--- src/rtl/seg7_scan_counter.sv ---
// Multi-digit radix-10/16 event counter driving a time-multiplexed 7-segment display.
// Latency: count and carry_out 1 cycle after enable; seg/digit_sel registered, seg trails count by 1 cycle.
// Backpressure: none; enable is taken every cycle, the scan free-runs regardless of enable/clear.
// Optional feature: define SEG7_BLANK_EN for leading-zero blanking of the higher digits.
module seg7_scan_counter #(
    parameter int DIGITS   = 4,   // 1..8 display digits
    parameter int HEX      = 1,   // 1: radix 16 per digit, 0: BCD
    parameter int SCAN_DIV = 16   // clocks each digit stays on the bus, >= 2
) (
    input  logic                  clock,
    input  logic                  reset,
    input  logic                  enable,
    input  logic                  clear,
    output logic [4*DIGITS-1:0]   count,
    output logic                  carry_out,
    output logic [6:0]            seg,
    output logic [DIGITS-1:0]     digit_sel
);

    localparam int              CW        = 4 * DIGITS;
    localparam int              PW        = $clog2(SCAN_DIV);
    localparam int              IW        = (DIGITS > 1) ? $clog2(DIGITS) : 1;
    localparam logic [3:0]      DIGIT_MAX = (HEX != 0) ? 4'hF : 4'h9;
    localparam logic [PW-1:0]   PRE_LAST  = PW'(SCAN_DIV - 1);
    localparam logic [IW-1:0]   IDX_LAST  = IW'(DIGITS - 1);

    // Glyph table, segments {g,f,e,d,c,b,a}, active-high.
    function automatic logic [6:0] seg7_decode(input logic [3:0] value);
        logic [6:0] glyph;
        case (value)
            4'h0:    glyph = 7'h3F;
            4'h1:    glyph = 7'h06;
            4'h2:    glyph = 7'h5B;
            4'h3:    glyph = 7'h4F;
            4'h4:    glyph = 7'h66;
            4'h5:    glyph = 7'h6D;
            4'h6:    glyph = 7'h7D;
            4'h7:    glyph = 7'h07;
            4'h8:    glyph = 7'h7F;
            4'h9:    glyph = 7'h6F;
            4'hA:    glyph = 7'h77;
            4'hB:    glyph = 7'h7C;
            4'hC:    glyph = 7'h39;
            4'hD:    glyph = 7'h5E;
            4'hE:    glyph = 7'h79;
            default: glyph = 7'h71;
        endcase
        return glyph;
    endfunction

    // ------------------------------------------------------------------
    // Counter
    // ------------------------------------------------------------------
    logic [CW-1:0] count_next;
    logic          wrap;

    // Ripple increment: digit k steps only while every lower digit sits at its max.
    always_comb begin
        logic chain;
        chain      = 1'b1;
        count_next = count;
        for (int k = 0; k < DIGITS; k++) begin
            if (chain) begin
                // ">=" also folds any out-of-range BCD code back to zero.
                if (count[4*k +: 4] >= DIGIT_MAX) begin
                    count_next[4*k +: 4] = 4'h0;
                end else begin
                    count_next[4*k +: 4] = count[4*k +: 4] + 4'h1;
                end
            end
            chain = chain && (count[4*k +: 4] == DIGIT_MAX);
        end
        wrap = chain;
    end

    // Count register; clear beats enable, carry_out pulses only on a full wrap.
    always_ff @(posedge clock or posedge reset) begin
        if (reset) begin
            count     <= '0;
            carry_out <= 1'b0;
        end else if (clear) begin
            count     <= '0;
            carry_out <= 1'b0;
        end else if (enable) begin
            count     <= count_next;
            carry_out <= wrap;
        end else begin
            carry_out <= 1'b0;
        end
    end

    // ------------------------------------------------------------------
    // Display scan
    // ------------------------------------------------------------------
    logic [PW-1:0]     prescale;
    logic [IW-1:0]     scan_idx;
    logic [IW-1:0]     idx_next;
    logic [DIGITS-1:0] sel_next;
    logic [3:0]        scan_digit;
    logic              blank;

    // Prescaler free-runs 0..SCAN_DIV-1.
    always_ff @(posedge clock or posedge reset) begin
        if (reset) begin
            prescale <= '0;
        end else if (prescale == PRE_LAST) begin
            prescale <= '0;
        end else begin
            prescale <= prescale + PW'(1);
        end
    end

    // Next scan position; seg and digit_sel are both built from it so they move together.
    always_comb begin
        idx_next = scan_idx;
        if (prescale == PRE_LAST) begin
            if (scan_idx == IDX_LAST) begin
                idx_next = '0;
            end else begin
                idx_next = scan_idx + IW'(1);
            end
        end
    end

    // One-hot select and the digit value that will be shown at the next position.
    always_comb begin
        sel_next   = '0;
        scan_digit = 4'h0;
        for (int k = 0; k < DIGITS; k++) begin
            if (idx_next == IW'(k)) begin
                sel_next[k] = 1'b1;
                scan_digit  = count[4*k +: 4];
            end
        end
    end

`ifdef SEG7_BLANK_EN
    logic [DIGITS-1:0] upper_zero;

    // upper_zero[k]: digit k and everything above it are zero; digit 0 is never blanked.
    always_comb begin
        logic chain;
        chain      = 1'b1;
        upper_zero = '0;
        blank      = 1'b0;
        for (int k = DIGITS - 1; k >= 0; k--) begin
            chain         = chain && (count[4*k +: 4] == 4'h0);
            upper_zero[k] = chain;
        end
        for (int k = 1; k < DIGITS; k++) begin
            if (idx_next == IW'(k)) begin
                blank = upper_zero[k];
            end
        end
    end
`else
    assign blank = 1'b0;
`endif

    // Scan index, digit select and segment bus registered on the same edge.
    always_ff @(posedge clock or posedge reset) begin
        if (reset) begin
            scan_idx  <= '0;
            digit_sel <= DIGITS'(1);
            seg       <= 7'h3F;
        end else begin
            scan_idx  <= idx_next;
            digit_sel <= sel_next;
            seg       <= blank ? 7'h00 : seg7_decode(scan_digit);
        end
    end

endmodule

--- config.mk ---
export PLATFORM = sky130hd
export DESIGN_NAME = seg7_scan_counter
export DESIGN_NICKNAME = d
export VERILOG_FILES = /design/src/rtl/seg7_scan_counter.sv
export SDC_FILE = /design/constraint.sdc
export NUM_CORES = 1
export LEC_CHECK = 0
export ABC_AREA = 0
export CAP_MARGIN = 15
export CELL_PAD_IN_SITES_DETAIL_PLACEMENT = 0
export CELL_PAD_IN_SITES_GLOBAL_PLACEMENT = 1
export CORE_AREA = 4 4 115 73
export CTS_CLUSTER_DIAMETER = 100
export DETAILED_ROUTE_END_ITERATION = 16
export DIE_AREA = 0 0 119 77
export PLACE_DENSITY = 0.54
export SYNTH_ARGS = -nofsm -noshare
export SYNTH_HDL_FRONTEND = slang
export SYNTH_SLANG_ARGS = --single-unit
--- constraint.sdc ---
create_clock -name clock -period 2.9 [get_ports clock]
set_input_delay 0.435 -clock clock [delete_from_list [all_inputs] [get_ports clock]]
set_output_delay 0.435 -clock clock [all_outputs]
set_load 0.02 [all_outputs]
==> results of run 1 <==
[final timing paths]
kind,startpoint,endpoint
max in group asynchronous,reset,digit_sel[0]
min in group asynchronous,reset,count[1]
worst min register to register,prescale[0],prescale[0]
worst min-delay path,prescale[0],prescale[0]
worst max register to register,scan_idx[0],seg[6]
worst max-delay path,scan_idx[0],seg[6]
[layout by cell type (no fill, tap or decap), drive strengths merged, types with 3 or more instances in the layout]
cell type	n
mux2	7
and2	3
buf	5
clkbuf	6
ha	13
a21oi	9
mux2i	20
o21ai	7
dfrtp	27
nor2	18
xor2	6
xnor2	4
nand3	16
clkdlybuf4s50	31
nor3	3
or3	9
inv	10
nand2	12
dfstp	7
nand4	6
[logic make-up (layout without fill, tap and decap cells)]
kind of cell               count (synthesis)  after routing  share of synthesized area (%)
buffers and inverters                     20             54                           4.94
DFF                                       34             34                           42.9
AOI/OAI and AO/OA                         22             22                           6.19
and+or+nand+nor                           74             74                           19.5
adders and majority gates                 13             13                           8.13
xor gates and xnor gates                  10             10                           4.37
muxes                                     27             27                           13.9
[flip-flops by register name, summed over array words and instances, names as in the netlist]
name	count
carry_out	1
prescale	4
digit_sel	4
scan_idx	2
seg	7
count	16
[area by class of cell]
class	count	area share, %
multi-input cells	146	39.9
flip-flops and latches	34	32.8
repair buffers	36	13.3
clock buffers	6	5.30
well taps	104	4.97
clock inverters	2	2.29
inverters	10	1.43
[worst max-delay path, delay by kind of cell (launching register included)]
family / cells / cell delay [ps]
compound gates: 1 / 140
fa+ha+maj: 2 / 800
simple gates: 2 / 380
flops: 1 / 500
buf+inv: 1 / 130
mux: 2 / 490
[per-layer routing]
| layer | track usage, % | part of all wire (%) |
|---|---|---|
| met5 | 0 | 0 |
| met4 | 2.77 | 0.53 |
| met3 | 3.82 | 4.8 |
| met2 | 13.4 | 36 |
| met1 | 17.4 | 59 |
[per-stage QoR]
stage	hold slack (ps)	instance area, um^2	utilization, %	total power, mW
floorplan	455	2000	-	0.512
global placement	481	2420	33.4	0.532
finish	490	2620	36.2	1.24
detailed placement	485	2420	33.4	0.532
CTS	493	2620	36.2	1.26
global route	523	2620	36.2	1.29
[power by group through the flow]
stage | Clock (mW) | Combinational, mW | Sequential [mW]
after detailed placement | 0 | 0.0393 | 0.492
after CTS | 0.738 | 0.0394 | 0.484
final | 0.719 | 0.0380 | 0.485
after global placement | 0 | 0.0394 | 0.493
after floorplan | 0 | 0.0181 | 0.494
after global routing | 0.760 | 0.0435 | 0.485
==> metrics.md, run 1 <==
| Metric | Value |
|---|---|
| Status | `finished clean` |
| Peak supply drop | `0.317 mV` |
| Ant diodes | `0` |
| Max FO, Critical Path | `12` |
| Cell Pwr Density | `474 nW/um^2` |
| Drt drc | `0` |
| Pre-CTS WS | `278 ps` |
| Worst Hold Depth | `1` |
| Hold/Removal Path Class | `register to register` |
| CP cell instances | `ha_2 -> mux2i_1 -> nand3_1 -> nand4_1 -> inv_1 -> ha_1 -> mux2_2 -> a22oi_1` |
| GRT Total Usage | `10.9%` |
| Register area | `860 um^2` |
| Via density | `4.35` |
| Yosys reg bits | `34` |
| Die ar. | `9160 um^2` |
| Leakage | `1.10 nW` |
| Combinational power share | `3.1%` |
| Top-count cell post-synth | `dfrtp_1` |
| Fmax | `396 MHz` |
| Setup violators final | `0` |
| Post-CTS Setup Inserts | `0` |
| Multi-input logic area | `1050 um^2` |
| Port Buf Inserts | `31` |
| Minimum clock period | `2520 ps` |
| Clk buf depth | `2` |
| Post-CTS sizing | `0` |
| Share of power burned in registers | `39.0%` |
| Unrepaired setup endpoints after global routing | `no` |
| Cts hold-fix bufs | `0` |
| Hold Vio Cnt, Final | `0` |
| Yosys top cell area share | `33.8%` |
| Fill count | `745` |
| DRT Pass-1 Iters | `4` |
| Setup ws final | `376 ps` |
| Power Internal | `1.01 mW` |
| Net Count, Synth | `217` |
| Area growth syn-to-layout | `30.9%` |
| Synth Warn # | `0` |
| Worst setup EP type | `register` |
| Final #Nets | `250` |
| EDFF count, synth | `0` |
| Initial core utilization | `27.7%` |
| Cell variety after synth | `35` |
| Async S/R FF share, synth | `100%` |
| Crit-path max cell delay | `550 ps` |
| TritonCTS Sinks | `34` |
| CP max stage cell | `ha_2` |
| Number of cells on the worst reg-to-reg path | `8` |
| Synth area leader | `dfrtp_1` |
| Clock Power Share | `57.9%` |
| Net load switching power | `0.233 mW` |
| Most used DFF post-synth | `dfrtp_1` |
| CP startpoint kind | `register` |
| Root Buffer | `clkbuf_16` |
| Seq/Total Area, Yosys | `42.9%` |
| Vias in the first global route | `1453` |
| Worst slew pin tran | `700 ps` |
| DR WL/cell | `14.0 um` |
| Slew Limit Fails | `0` |
| Final setup skew | `5.52 ps` |
| CTS tree | `done` |
| Final period utilization | `87.0%` |
| Clk slew on worst S/H paths | `60 ps` |
| Top cells by count, synth | `dfrtp_1 (27), mux2i_1 (20), nor2_1 (18), nand3_1 (15), ha_1 (13)` |
| Syn Std Cell Area | `2000 um^2` |
| Sw Ratio | `18.8%` |
| Total negative slack | `0 ps` |
| Syn_area_per_cell | `10.0 um^2` |
| Inserted Clock Buffers | `5` |
| Kind of critical path | `register to register` |
| Core ar. | `7240 um^2` |
| Number of max-cap violations | `0` |
| Antenna Violating Nets Remaining | `0` |
| Cells after synthesis | `200` |
| Total Wirelength | `4720 um` |
| Worst-Skew Late Latency | `280 ps` |
| R2r setup slk | `380 ps` |
| Post-DP HPWL | `3440 um` |
| Layout cell share with drive strength beyond 1 | `13.7%` |
| DRT iter0 DRCs | `74` |
| WP data required | `3090 ps` |
| Die Wd | `119 um` |
| Final RePlAce weighted congestion | `0.719` |
| Dpl cells | `330` |
| Largest cells by area after synthesis | `dfrtp_1 (34%), mux2i_1 (10%), dfstp_2 (9.2%)` |
| Die H | `77 um` |
| First-pass GRT wire length | `7980 um` |
| Via count | `1471` |
| I/O Pins | `32` |
| Num rows | `24` |
| H-tree lvl count | `2` |
| Slew HR | `53.2%` |
| Data arrival, critical path | `2720 ps` |
| Non-Filler Instances | `338` |
| Pin count of the biggest net entering global routing | `35` |
| Congestion Overflow GR | `0` |
| Initial antenna violation count | `0` |
Note: power is estimated with default switching activity, not from simulation.
==> run 2: changes to the inputs <==
Settings changed: CORE_AREA 4 4 115 73 to 2 2 113 71, DIE_AREA 0 0 119 77 to 0 0 115 73.
==> run 2 against run 1 <==
  * Critical endpoint unchanged
  * Sequential cell count did not move
  * Fmax is 4.7% lower
  * Clock power fell by 26%
  * Routed wire length fell by 1.2%
  * Via count rose by 1.3%
  * Critical path depth unchanged
  * Global-route usage up 1.2 points
  * Register-to-register slack lost 120 ps
  * Non-clock buffer count unchanged
  * Setup slack lost 120 ps
==> metrics.md, run 2 (same netlist as run 1, synthesis figures left out) <==
| Metric | Value |
|---|---|
| Status | `finished clean` |
| Largest register FFs | `16` |
| Core ar. | `7510 um^2` |
| Final setup skew | `4.02 ps` |
| First-pass GRT wire length | `7780 um` |
| Slew HR | `54.5%` |
| Worst slew pin tran | `680 ps` |
| Largest regs | `count: 16 flops, seg: 7 flops` |
| Drt drc | `0` |
| Minimum clock period | `2650 ps` |
| Setup ws final | `252 ps` |
| Post-CTS sizing | `0` |
| Initial core utilization | `26.7%` |
| Total negative slack | `0 ps` |
| Final #Nets | `250` |
| Placed Area | `2410 um^2` |
| I/O Pins | `32` |
| CP max stage cell | `ha_1` |
| Max FO, Critical Path | `12` |
| Kind of critical path | `register to register` |
| Post-CTS Setup Inserts | `0` |
| Dpl cells | `320` |
| Data arrival, critical path | `2830 ps` |
| Most frequent cells in the layout | `clkdlybuf4s50_1 (31), dfrtp_1 (27), mux2i_1 (20)` |
| Cts hold-fix bufs | `0` |
| Clk slew on worst S/H paths | `50 ps` |
| Vias in the first global route | `1402` |
| Hold/Removal Path Class | `register to register` |
| GRT Total Usage | `12.1%` |
| Power Total | `1.05 mW` |
| Ant diodes | `0` |
| Root Buffer | `clkbuf_16` |
| Final RePlAce weighted congestion | `0.747` |
| Final period utilization | `91.3%` |
| Peak supply drop | `0.161 mV` |
| DRT iter0 DRCs | `66` |
| Antenna Violating Nets Remaining | `0` |
| Layout cell share with drive strength beyond 1 | `12.8%` |
| Worst path bufs/invs | `1` |
| Slew Limit Fails | `0` |
| CP cell instances | `ha_1 -> mux2i_1 -> nand3_1 -> nand4_1 -> inv_1 -> ha_1 -> mux2_2 -> a22oi_1` |
| Design area | `2550 um^2` |
| Hold Vio Cnt, Final | `0` |
| H-tree lvl count | `2` |
| Unrepaired setup endpoints after global routing | `no` |
| Area growth syn-to-layout | `27.6%` |
| CTS tree | `done` |
| Leakage | `1.08 nW` |
| Worst-Skew Late Latency | `270 ps` |
| Non-Filler Instances | `328` |
| Via count | `1490` |
| Die ar. | `8400 um^2` |
| Crit path launch | `scan_idx[0]` |
| Post-DP HPWL | `3370 um` |
| WP data required | `3080 ps` |
| Num rows | `25` |
| DR WL/cell | `14.2 um` |
| Commonest non-fill, non-tap cell in the layout | `clkdlybuf4s50_1` |
| Setup violators final | `0` |
| Cell family with most CP delay | `adder cells` |
| Congestion Overflow GR | `0` |
| Pre-CTS WS | `310 ps` |
| Top reg by flops | `count` |
| Clk buf depth | `2` |
| CP startpoint kind | `register` |
| Die H | `73 um` |
| Worst R2R Start | `scan_idx[0]` |
| Via density | `4.54` |
| Inserted Clock Buffers | `5` |
| Pin count of the biggest net entering global routing | `35` |
| DRT Pass-1 Iters | `4` |
| Total Wirelength | `4670 um` |
| Fmax | `378 MHz` |
| Worst setup EP type | `register` |
| Cell Pwr Density | `412 nW/um^2` |
| Die Wd | `115 um` |
| Crit-path max cell delay | `650 ps` |
| Hold path start | `prescale[0]` |
| Port Buf Inserts | `31` |
| Crit-path most repeated cell | `ha_1` |
| Number of max-cap violations | `0` |
| TritonCTS Sinks | `34` |
| Initial antenna violation count | `0` |
run 2: worst register-to-register path, delay by kind of cell, from the launching register on:
| family | cells | cell delay [ps] |
|---|---|---|
| flip-flops | 1 | 500 |
| AO/OA/AOI/OAI | 1 | 150 |
| AND/OR/NAND/NOR | 2 | 340 |
| adder cells (fa/ha/maj) | 2 | 910 |
| multiplexers | 2 | 520 |
| buffers and inverters | 1 | 130 |
run 2: through the flow:
step           hold slack, ps  utilization (%)
2_1_floorplan             455                -
3_3_place_gp              481             32.1
3_5_place_dp              487             32.1
4_1_cts                   492             34.0
5_1_grt                   531             34.0
6_report                  488             34.0
run 2: where the power goes:
part	switching, mW	total [mW]	leakage, nW	internal (mW)
clock network	0.189	0.529	0.0739	0.340
registers	0.00610	0.484	0.430	0.478
logic	0.0237	0.0382	0.576	0.0146
total	0.218	1.05	1.08	0.833
run 2: worst paths after layout:
kind                            slack, ps     endpoint  cells after the start
worst max-delay path                  250       seg[6]                      8
worst min-delay path                  490  prescale[0]                      1
worst max register to register        250       seg[6]                      8
worst min register to register        490  prescale[0]                      1
max in group asynchronous            1980       seg[1]                      3
min in group asynchronous             580  scan_idx[1]                      3
run 2: area by class of cell:
cell class,count,area (um^2)
fill,766,4950
multi-input combinational,146,1040
sequential,34,860
timing repair buffer,36,348
clock buffer,7,143
tap,94,118
inverter,10,37.5
clock inverter,1,5.00
run 2: metal layers:
layer  wire length, um  global-route usage, %
met5                 0                      0
met4                15                   2.41
met3               270                   3.65
met2              1720                   15.6
met1              2660                   19.3
==> run 3: changes to the inputs <==
Settings changed: PLACE_DENSITY 0.54 to 0.55.
==> run 3 against run 2 <==
  * Non-clock buffer count stayed put
  * Clock skew is 0.92 ps lower
  * Largest power group unchanged
  * Global-route usage is 0.17 points lower
  * Hold slack worse by 6.5 ps
==> metrics.md, run 3 (same netlist as run 1, synthesis figures left out) <==
| Metric | Value |
|---|---|
| Status | `finished clean` |
| Design area | `2560 um^2` |
| Leakage | `1.08 nW` |
| I/O Pins | `32` |
| Via count | `1502` |
| Drt drc | `0` |
| CTS tree | `done` |
| Ant diodes | `0` |
| Num rows | `25` |
| Fill count | `758` |
| Pre-CTS WS | `296 ps` |
| Kind of critical path | `register to register` |
| Initial antenna violation count | `0` |
| Worst Hold Depth | `1` |
| Worst slew pin tran | `643 ps` |
| Setup violators final | `0` |
| Antenna Violating Nets Remaining | `0` |
| Worst-Skew Late Latency | `270 ps` |
| Unrepaired setup endpoints after global routing | `no` |
| Fmax | `400 MHz` |
| Top reg by flops | `count` |
| Die ar. | `8400 um^2` |
| First-pass GRT wire length | `7590 um` |
| Die H | `73 um` |
| Most frequent cells in the layout | `clkdlybuf4s50_1 (31), dfrtp_1 (27), mux2i_1 (20)` |
| Peak supply drop | `0.194 mV` |
| Cell family with most CP delay | `simple AND/OR/NAND/NOR gates` |
| Congestion Overflow GR | `0` |
| Pin count of the biggest net entering global routing | `35` |
| DRT iter0 DRCs | `93` |
| Final period utilization | `86.3%` |
| Crit-path most repeated cell | `ha_1` |
| Initial core utilization | `26.7%` |
| GRT Total Usage | `11.9%` |
| Setup ws final | `399 ps` |
| Layout cell share with drive strength beyond 1 | `13.2%` |
| Crit-path max cell delay | `400 ps` |
| Largest register FFs | `16` |
| Number of max-cap violations | `0` |
| Die Wd | `115 um` |
| Data arrival, critical path | `2690 ps` |
| Core ar. | `7510 um^2` |
| Hold path start | `prescale[0]` |
| Post-DP HPWL | `3320 um` |
| CP startpoint kind | `register` |
| Worst path bufs/invs | `1` |
| Root Buffer | `clkbuf_16` |
| WP data required | `3090 ps` |
| Area growth syn-to-layout | `27.7%` |
| CP cell instances | `ha_1 -> and3_1 -> or3_1 -> nand4_1 -> inv_1 -> ha_1 -> mux2_2 -> a22oi_1` |
| Via density | `4.58` |
| Vias in the first global route | `1421` |
| Hold/Removal Path Class | `register to register` |
| Worst R2R Start | `prescale[0]` |
| WHS Endpoint | `prescale[0]` |
| DR WL/cell | `13.8 um` |
| Total Wirelength | `4530 um` |
| Inserted Clock Buffers | `5` |
| Placed Area | `2410 um^2` |
| R2r setup slk | `400 ps` |
| Minimum clock period | `2500 ps` |
| Largest regs | `count: 16 flops, seg: 7 flops` |
| Total negative slack | `0 ps` |
| Clk slew on worst S/H paths | `50 ps` |
| Slew Limit Fails | `0` |
| Final #Nets | `250` |
| Hold Vio Cnt, Final | `0` |
| Reg-to-reg endpoint | `seg[6]` |
| Port Buf Inserts | `31` |
| Final setup skew | `3.10 ps` |
| Slew HR | `57.0%` |
| Clk buf depth | `2` |
| Commonest non-fill, non-tap cell in the layout | `clkdlybuf4s50_1` |
| Final RePlAce weighted congestion | `0.764` |
| Cell Pwr Density | `413 nW/um^2` |
| Max FO, Critical Path | `13` |
| CP max stage cell | `dfrtp_1` |
| TritonCTS Sinks | `34` |
| Number of cells on the worst reg-to-reg path | `8` |
| DRT Pass-1 Iters | `4` |
| H-tree lvl count | `2` |
| Worst setup EP type | `register` |
## run 3: cell counts in the layout (fill, tap and decap cells not counted)
No cell type changed its count.
## run 3: worst max-delay path by stage
| stage | endpoint | slack, ps | start | cells after the start |
|---|---|---|---|---|
| 2_1_floorplan | seg[6] | 610 | prescale[0] | 9 |
| 3_3_place_gp | seg[6] | 380 | scan_idx[0] | 8 |
| 3_5_place_dp | seg[6] | 300 | scan_idx[0] | 8 |
| 4_1_cts | seg[6] | 290 | scan_idx[0] | 8 |
| 5_1_grt | seg[6] | 100 | scan_idx[0] | 8 |
| 6_report | seg[6] | 400 | prescale[0] | 8 |
## run 3: metrics by stage
step                hold slack, ps  power, mW  util (%)  cells
finish                         481       1.06      34.1    328
global route                   520       1.10      34.1    328
CTS                            484       1.07      34.0    328
detailed placement             477      0.532      32.1    320
global placement               481      0.532      32.1    320
floorplan                      455      0.512         -    200
## run 3: cell type report
cell class / instances / area (um^2) / share of cell area [%]
Timing Repair Buffer: 36 / 348 / 13.6
Clock buffer: 7 / 143 / 5.58
Clock inverter: 1 / 5.00 / 0.196
Sequential cell: 34 / 860 / 33.6
Inverter: 10 / 37.5 / 1.47
Multi-Input combinational cell: 146 / 1050 / 40.9
Tap cell: 94 / 118 / 4.60
## run 3: per-layer routing
layer  track usage, %  share of wire [%]  up-vias  wire [um]
met5                0                  0        -          0
met4             3.21               0.82        0         37
met3             3.65                4.5        4        203
met2             14.2                 36       30       1620
met1             19.6                 59      700       2670
li1                 -                  -      768          -
## run 3: where the power goes
| part | internal (mW) | total [mW] | switching [mW] |
|---|---|---|---|
| sequential | 0.478 | 0.484 | 0.00628 |
| clock | 0.340 | 0.535 | 0.194 |
| combinational | 0.0146 | 0.0379 | 0.0233 |
| total | 0.833 | 1.06 | 0.224 |
## run 3: timing repair
item,in CTS,in global routing
setup endpoints to repair,0,1
setup buffers,0,0
endpoints found under the hold margin,0,0
hold buffers,0,0
gates resized for setup,0,1
